File: config.mk
export PLATFORM = sky130hd
export DESIGN_NAME = uart_rx_frame_ctrl
export DESIGN_NICKNAME = d
export VERILOG_FILES = /design/src/rtl/uart_rx_frame_pkg.sv /design/src/rtl/uart_rx_frame_timer.sv /design/src/rtl/uart_rx_frame_ctrl.sv
export SDC_FILE = /design/constraint.sdc
export NUM_CORES = 1
export LEC_CHECK = 0
export BUFFER_PORTS_ARGS = -buffer_cell sky130_fd_sc_hd__clkbuf_2
export CAP_MARGIN = 20
export CORE_UTILIZATION = 35
export DETAILED_ROUTE_END_ITERATION = 8
export PLACE_DENSITY_LB_ADDON = 0.08
export SETUP_SLACK_MARGIN = 0.15
export SLEW_MARGIN = 20
export SYNTH_ARGS = -nofsm -noshare
export SYNTH_HDL_FRONTEND = slang
export SYNTH_SLANG_ARGS = --single-unit
File: constraint.sdc
create_clock -name UART_clk -period 2.4 [get_ports UART_clk]
set_input_delay 0.12 -clock UART_clk [delete_from_list [all_inputs] [get_ports UART_clk]]
set_output_delay 0.12 -clock UART_clk [all_outputs]
set_load 0.01 [all_outputs]
File: src/rtl/uart_rx_frame_pkg.sv
// uart_rx_frame_pkg: shared constants for the UART RX frame controller.
// Covers the state encoding, error cause codes and the flag bit positions
// of the RX FIFO word {BE,OE,PE,FE,data[7:0]}.
package uart_rx_frame_pkg;

   localparam logic [1:0] ST_IDLE    = 2'd0;
   localparam logic [1:0] ST_LEN     = 2'd1;
   localparam logic [1:0] ST_PAYLOAD = 2'd2;
   localparam logic [1:0] ST_CSUM    = 2'd3;

   localparam logic [2:0] ERR_LINE    = 3'd1;
   localparam logic [2:0] ERR_LEN     = 3'd2;
   localparam logic [2:0] ERR_CSUM    = 3'd3;
   localparam logic [2:0] ERR_TIMEOUT = 3'd4;

   localparam int unsigned FLAG_BE = 11;
   localparam int unsigned FLAG_OE = 10;
   localparam int unsigned FLAG_PE = 9;
   localparam int unsigned FLAG_FE = 8;

   // Line-error flags of one FIFO word; non-zero means the byte is unusable.
   function automatic logic [3:0] word_flags(input logic [11:0] w);
      return {w[FLAG_BE], w[FLAG_OE], w[FLAG_PE], w[FLAG_FE]};
   endfunction

endpackage

File: src/rtl/uart_rx_frame_timer.sv
// uart_rx_frame_timer: inter-byte timeout counter for the RX frame controller.
// Counts clocks while not cleared; expired is high on the TIMEOUT_CYC-th
// consecutive uncleared clock. The count saturates so it cannot wrap.
module uart_rx_frame_timer
   import uart_rx_frame_pkg::*;
#(
   parameter int unsigned TIMEOUT_CYC = 1024
) (
   input  logic clk,
   input  logic rst_n,
   input  logic clear,
   output logic expired
);

   localparam int unsigned CW = $clog2(TIMEOUT_CYC + 1);

   logic [CW-1:0] cnt;

   // Idle-clock counter: cleared by activity, saturating at TIMEOUT_CYC.
   always_ff @(posedge clk or negedge rst_n) begin
      if (!rst_n) begin
         cnt <= '0;
      end else if (clear) begin
         cnt <= '0;
      end else if (cnt != CW'(TIMEOUT_CYC)) begin
         cnt <= cnt + CW'(1);
      end
   end

   assign expired = !clear && (cnt == CW'(TIMEOUT_CYC - 1));

endmodule

File: src/rtl/uart_rx_frame_ctrl.sv
// uart_rx_frame_ctrl: drains the UART RX FIFO, parses SOF|LEN|PAYLOAD|CSUM
// frames, streams payload over valid/ready and reports per-frame status.
// Optional feature: define UART_RX_FRAME_TIMEOUT_EN to enable the inter-byte
// timeout (err_code 4); without it the controller waits indefinitely.
module uart_rx_frame_ctrl
   import uart_rx_frame_pkg::*;
#(
   parameter logic [7:0]  SOF_BYTE    = 8'hA5,
   parameter int unsigned MAX_LEN     = 16,
   parameter int unsigned TIMEOUT_CYC = 1024
) (
   input  logic        UART_clk,
   input  logic        rst_n,
   output logic        fifo_rd_en,
   input  logic [11:0] fifo_rd_data,
   input  logic        fifo_empty,
   output logic [7:0]  pl_data,
   output logic        pl_valid,
   input  logic        pl_ready,
   output logic        pl_last,
   output logic        frame_ok,
   output logic        frame_err,
   output logic [2:0]  err_code,
   output logic [7:0]  err_cnt,
   output logic        busy
);

   localparam logic [7:0] MAX_LEN_B = 8'(MAX_LEN);

   logic [1:0] state;
   logic       run;
   logic       rd_pend;
   logic [7:0] len_left;
   logic [7:0] csum;
   logic [3:0] flags;
   logic [7:0] rx_byte;
   logic       timeout_hit;
   logic       abort;
   logic [2:0] abort_code;

   assign flags   = word_flags(fifo_rd_data);
   assign rx_byte = fifo_rd_data[7:0];
   assign busy    = (state != ST_IDLE);

   // A pop needs a word, no read in flight, and a free (or freeing) output slot,
   // so the popped byte always finds room when it arrives next cycle.
   assign fifo_rd_en = run && !fifo_empty && !rd_pend && (!pl_valid || pl_ready);

   // Fetch tracking: run holds pops off while in reset, rd_pend marks a word arriving.
   always_ff @(posedge UART_clk or negedge rst_n) begin
      if (!rst_n) begin
         run     <= 1'b0;
         rd_pend <= 1'b0;
      end else begin
         run     <= 1'b1;
         rd_pend <= fifo_rd_en;
      end
   end

`ifdef UART_RX_FRAME_TIMEOUT_EN
   uart_rx_frame_timer #(
      .TIMEOUT_CYC (TIMEOUT_CYC)
   ) u_timer (
      .clk     (UART_clk),
      .rst_n   (rst_n),
      .clear   (rd_pend || !busy),
      .expired (timeout_hit)
   );
`else
   // Timeout disabled; TIMEOUT_CYC is kept only so overrides stay legal.
   assign timeout_hit = (TIMEOUT_CYC == 0) && 1'b0;
`endif

   // Abort decode for the word being processed (or an expired timeout).
   always_comb begin
      abort      = 1'b0;
      abort_code = ERR_LINE;
      if (timeout_hit) begin
         abort      = 1'b1;
         abort_code = ERR_TIMEOUT;
      end else if (rd_pend && (state != ST_IDLE)) begin
         if (flags != '0) begin
            abort      = 1'b1;
            abort_code = ERR_LINE;
         end else begin
            case (state)
               ST_LEN: begin
                  if ((rx_byte == '0) || (rx_byte > MAX_LEN_B)) begin
                     abort      = 1'b1;
                     abort_code = ERR_LEN;
                  end
               end
               ST_CSUM: begin
                  if (rx_byte != csum) begin
                     abort      = 1'b1;
                     abort_code = ERR_CSUM;
                  end
               end
               default: ;
            endcase
         end
      end
   end

   // Frame FSM, output slot, checksum and status reporting.
   always_ff @(posedge UART_clk or negedge rst_n) begin
      if (!rst_n) begin
         state     <= ST_IDLE;
         len_left  <= '0;
         csum      <= '0;
         pl_data   <= '0;
         pl_valid  <= 1'b0;
         pl_last   <= 1'b0;
         frame_ok  <= 1'b0;
         frame_err <= 1'b0;
         err_code  <= '0;
         err_cnt   <= '0;
      end else begin
         frame_ok  <= 1'b0;
         frame_err <= 1'b0;
         // A byte already in the slot drains normally even if the frame aborts.
         if (pl_valid && pl_ready) begin
            pl_valid <= 1'b0;
            pl_last  <= 1'b0;
         end
         if (abort) begin
            frame_err <= 1'b1;
            err_code  <= abort_code;
            if (err_cnt != '1) begin
               err_cnt <= err_cnt + 8'd1;
            end
            state <= ST_IDLE;
         end else if (rd_pend) begin
            case (state)
               ST_IDLE: begin
                  if (fifo_rd_data == {4'h0, SOF_BYTE}) begin
                     state <= ST_LEN;
                  end
               end
               ST_LEN: begin
                  len_left <= rx_byte;
                  csum     <= rx_byte;
                  state    <= ST_PAYLOAD;
               end
               ST_PAYLOAD: begin
                  pl_data  <= rx_byte;
                  pl_valid <= 1'b1;
                  pl_last  <= (len_left == 8'd1);
                  csum     <= csum ^ rx_byte;
                  len_left <= len_left - 8'd1;
                  if (len_left == 8'd1) begin
                     state <= ST_CSUM;
                  end
               end
               ST_CSUM: begin
                  frame_ok <= 1'b1;
                  state    <= ST_IDLE;
               end
               default: state <= ST_IDLE;
            endcase
         end
      end
   end

endmodule

==> results.sh <==
export IMPL_synth_top_area_share_pct=43.7
export IMPL_ys_types=49
export IMPL_layout_commonest_cell="dfrtp_1"
export IMPL_synth_area_mm2=0.00240
export IMPL_max_cap_viol_count=0
export IMPL_tns_ns=0
export IMPL_design_core_area_mm2=0.00649
export IMPL_portBuffers=39
export IMPL_cts_htree_levels=2
export IMPL_grt_use_met2_pct=26.4
export IMPL_grt_pass1_wl_um=9390
export IMPL_violations="design-rule violations"
export IMPL_power_density_mw_per_mm2=892
export IMPL_ys_warn_count=0
export IMPL_finalCriticalPeriod_ns=2.14
export IMPL_outcome="complete, but fails checks"
export IMPL_drt_total_wl_um=6010
export IMPL_slew_headroom_pct=60.9
export IMPL_holdPathStages=4
export IMPL_wl_per_cell_um=17.1
export IMPL_cts_root_buf="clkbuf_8"
export IMPL_cts_buffers=5
export IMPL_grt_usage_pct=17.0
export IMPL_dr_total_vias=1887
export IMPL_io_pins=41
export IMPL_die_y_um=84.9
export IMPL_clk_pin_slew_ns=0.08
export IMPL_worstMarginPinSlew_ns=0.585
export IMPL_setup_viol=0
export IMPL_stdcell_area_mm2=0.00283
export IMPL_antenna_found_initial=0
export IMPL_met3_usage_pct=3.02
export IMPL_firstDrtPassIters=6
export IMPL_finalMaxSlewViolations=0
export IMPL_required_ns=2.59
export IMPL_async_flop_share_pct=100
export IMPL_area_growth_pct=17.8
export IMPL_cts_tree="built"
export IMPL_ys_ff_latch=42
export IMPL_busiest_layer="met2"
export IMPL_syn_inst=231
export IMPL_critPathMaxFanout=16
export IMPL_fin_nets=298
export IMPL_ir_drop_mv=0.404
export IMPL_finalHoldViolCount=0
export IMPL_synth_area_leaders="dfrtp_1 (44%), xnor2_1 (5.1%), mux2_4 (5.0%)"
export IMPL_drt_initial_drc_count=100
export IMPL_hpwl_um=4040
export IMPL_drc=6
export IMPL_initial_core_util_pct=37.0
export IMPL_met1_usage_pct=24.0
export IMPL_fmax_mhz=467
export IMPL_postRouteAntennaNets=0
export IMPL_leakagePower_nw=1.26
export IMPL_critical_path_startpoint_type="flop"
export IMPL_dieArea_mm2=0.00720
export IMPL_synth_enable_flop_cells=0
export IMPL_synth_main_ff_cell="dfrtp_1"
export IMPL_worstSetupEndpointType="flop"
export IMPL_antenna_cells=0
export IMPL_drive_gt1_share_pct=28.8
export IMPL_hp_class="input port to flop"
export IMPL_numClockSinks=42
export IMPL_critical_path_class="flop to flop"
export IMPL_avgSynthCellArea_um2=10.4
export IMPL_die_width_um=84.9
export IMPL_grt_max_degree=34
export IMPL_crit_arrival_ns=2.33
export IMPL_insertion_delay_ns=0.30
export IMPL_clock_skew_final_ns=0.00553
export IMPL_via_per_inst=5.38
export IMPL_worst_r2r_path_depth=8
export IMPL_place_gp_congestion=0.833
export IMPL_ys_seq_area_share_pct=43.7
export IMPL_syn_nets=255
export IMPL_gr_total_overflow=0
export IMPL_grt_pass1_vias=1797
export IMPL_finalCritPeriodShare_pct=89.2
export IMPL_dpl_instance_area_mm2=0.00267
export IMPL_synth_top_area_cell="dfrtp_1"
export IMPL_final_cell_mix="dfrtp_1 (42), clkbuf_2 (39), nand2_1 (18)"
export IMPL_rsz0062_at_grt="yes"
export IMPL_fp_row_count=29
export IMPL_clk_path_buf_depth=2
[cell type report]
cell class,instances,area [um^2]
Multi-Input combinational cell,165,1240
Timing Repair Buffer,52,298
Clock buffer,6,82.6
Clock inverter,1,30.0
Tap cell,77,96.3
Sequential cell,42,1050
Fill cell,629,3660
Inverter,8,30.0
[critical path, stage by stage, from the launching register on]
cell,delay [ns]
dfrtp_1,0.41
inv_1,0.10
ha_1,0.43
nand3_1,0.14
a21oi_2,0.24
a32o_4,0.31
buf_4,0.16
mux2i_1,0.18
a21oi_1,0.05
[through the flow]
stage	hold WS (ns)	util, %	setup WS (ns)	cells	power [mW]
final	0.108	43.6	0.259	351	2.53
after global placement	0.0620	41.1	0.187	340	1.90
after detailed placement	0.0643	41.1	0.0963	340	1.91
after CTS	0.109	43.3	0.293	349	2.51
after global routing	0.144	43.6	0.0986	351	2.71
after floorplan	-0.176	-	0.549	231	1.64
[routing by layer]
metal / share of wire (%) / vias to the layer above
li1: - / 927
met1: 50 / 907
met2: 45 / 46
met3: 4.2 / 7
met4: 1.1 / 0
met5: 0 / -
[flip-flops by register name (all words and copies together) (netlist names), 2 cells and up]
register	cells
csum	8
err_cnt	8
err_code	2
len_left	8
pl_data	8
state	2
[final timing paths]
path / slack [ns] / startpoint / to
setup / recovery: 0.26 / state[0]$_DFFE_PN0P_ / csum[2]$_DFFE_PN0P_
hold / removal: 0.11 / pl_ready / pl_last$_DFF_PN0_
setup reg to reg: 0.26 / state[0]$_DFFE_PN0P_ / csum[2]$_DFFE_PN0P_
hold reg to reg: 0.50 / err_cnt[4]$_DFFE_PN0P_ / err_cnt[4]$_DFFE_PN0P_
max in group asynchronous: 1.41 / rst_n / len_left[6]$_DFFE_PN0P_
min in group asynchronous: 0.27 / rst_n / pl_data[1]$_DFFE_PN0P_
[cells in the mapped netlist, types with 4 or more instances]
master / count
dfrtp_1: 42
nand2_1: 18
nand3_1: 16
xnor2_1: 14
nand4_1: 12
nor2_1: 9
ha_1: 8
inv_1: 8
mux2_4: 8
nor3_1: 7
a21oi_1: 6
o21ai_0: 6
buf_2: 5
clkbuf_1: 5
mux2i_1: 5
a21boi_0: 4
a21boi_1: 4
a21oi_2: 4
buf_4: 4
o221a_1: 4
[logic make-up after synthesis]
logic type | count (synthesis) | synth area share (%)
buffers and inverters | 25 | 5.47
other | 2 | 0.312
AOI/OAI and AO/OA | 45 | 14.4
xor gates and xnor gates | 14 | 5.10
muxes | 15 | 8.12
adders and majority gates | 8 | 4.16
and+or+nand+nor | 80 | 18.7
DFF | 42 | 43.7
[what timing repair did]
action                                 CTS  global route
pin swaps                                0             1
endpoints found under the hold margin   15             0
resized for setup                        1             0
cloned                                   0             1
buffers inserted                         0             1
setup endpoints to repair                6             3
hold buffers                             2             0
[power by group]
group | internal (mW) | switching (mW)
combinational | 0.384 | 0.533
clock | 0.333 | 0.253
sequential | 0.869 | 0.154
Power figures use the tool's default switching activity.
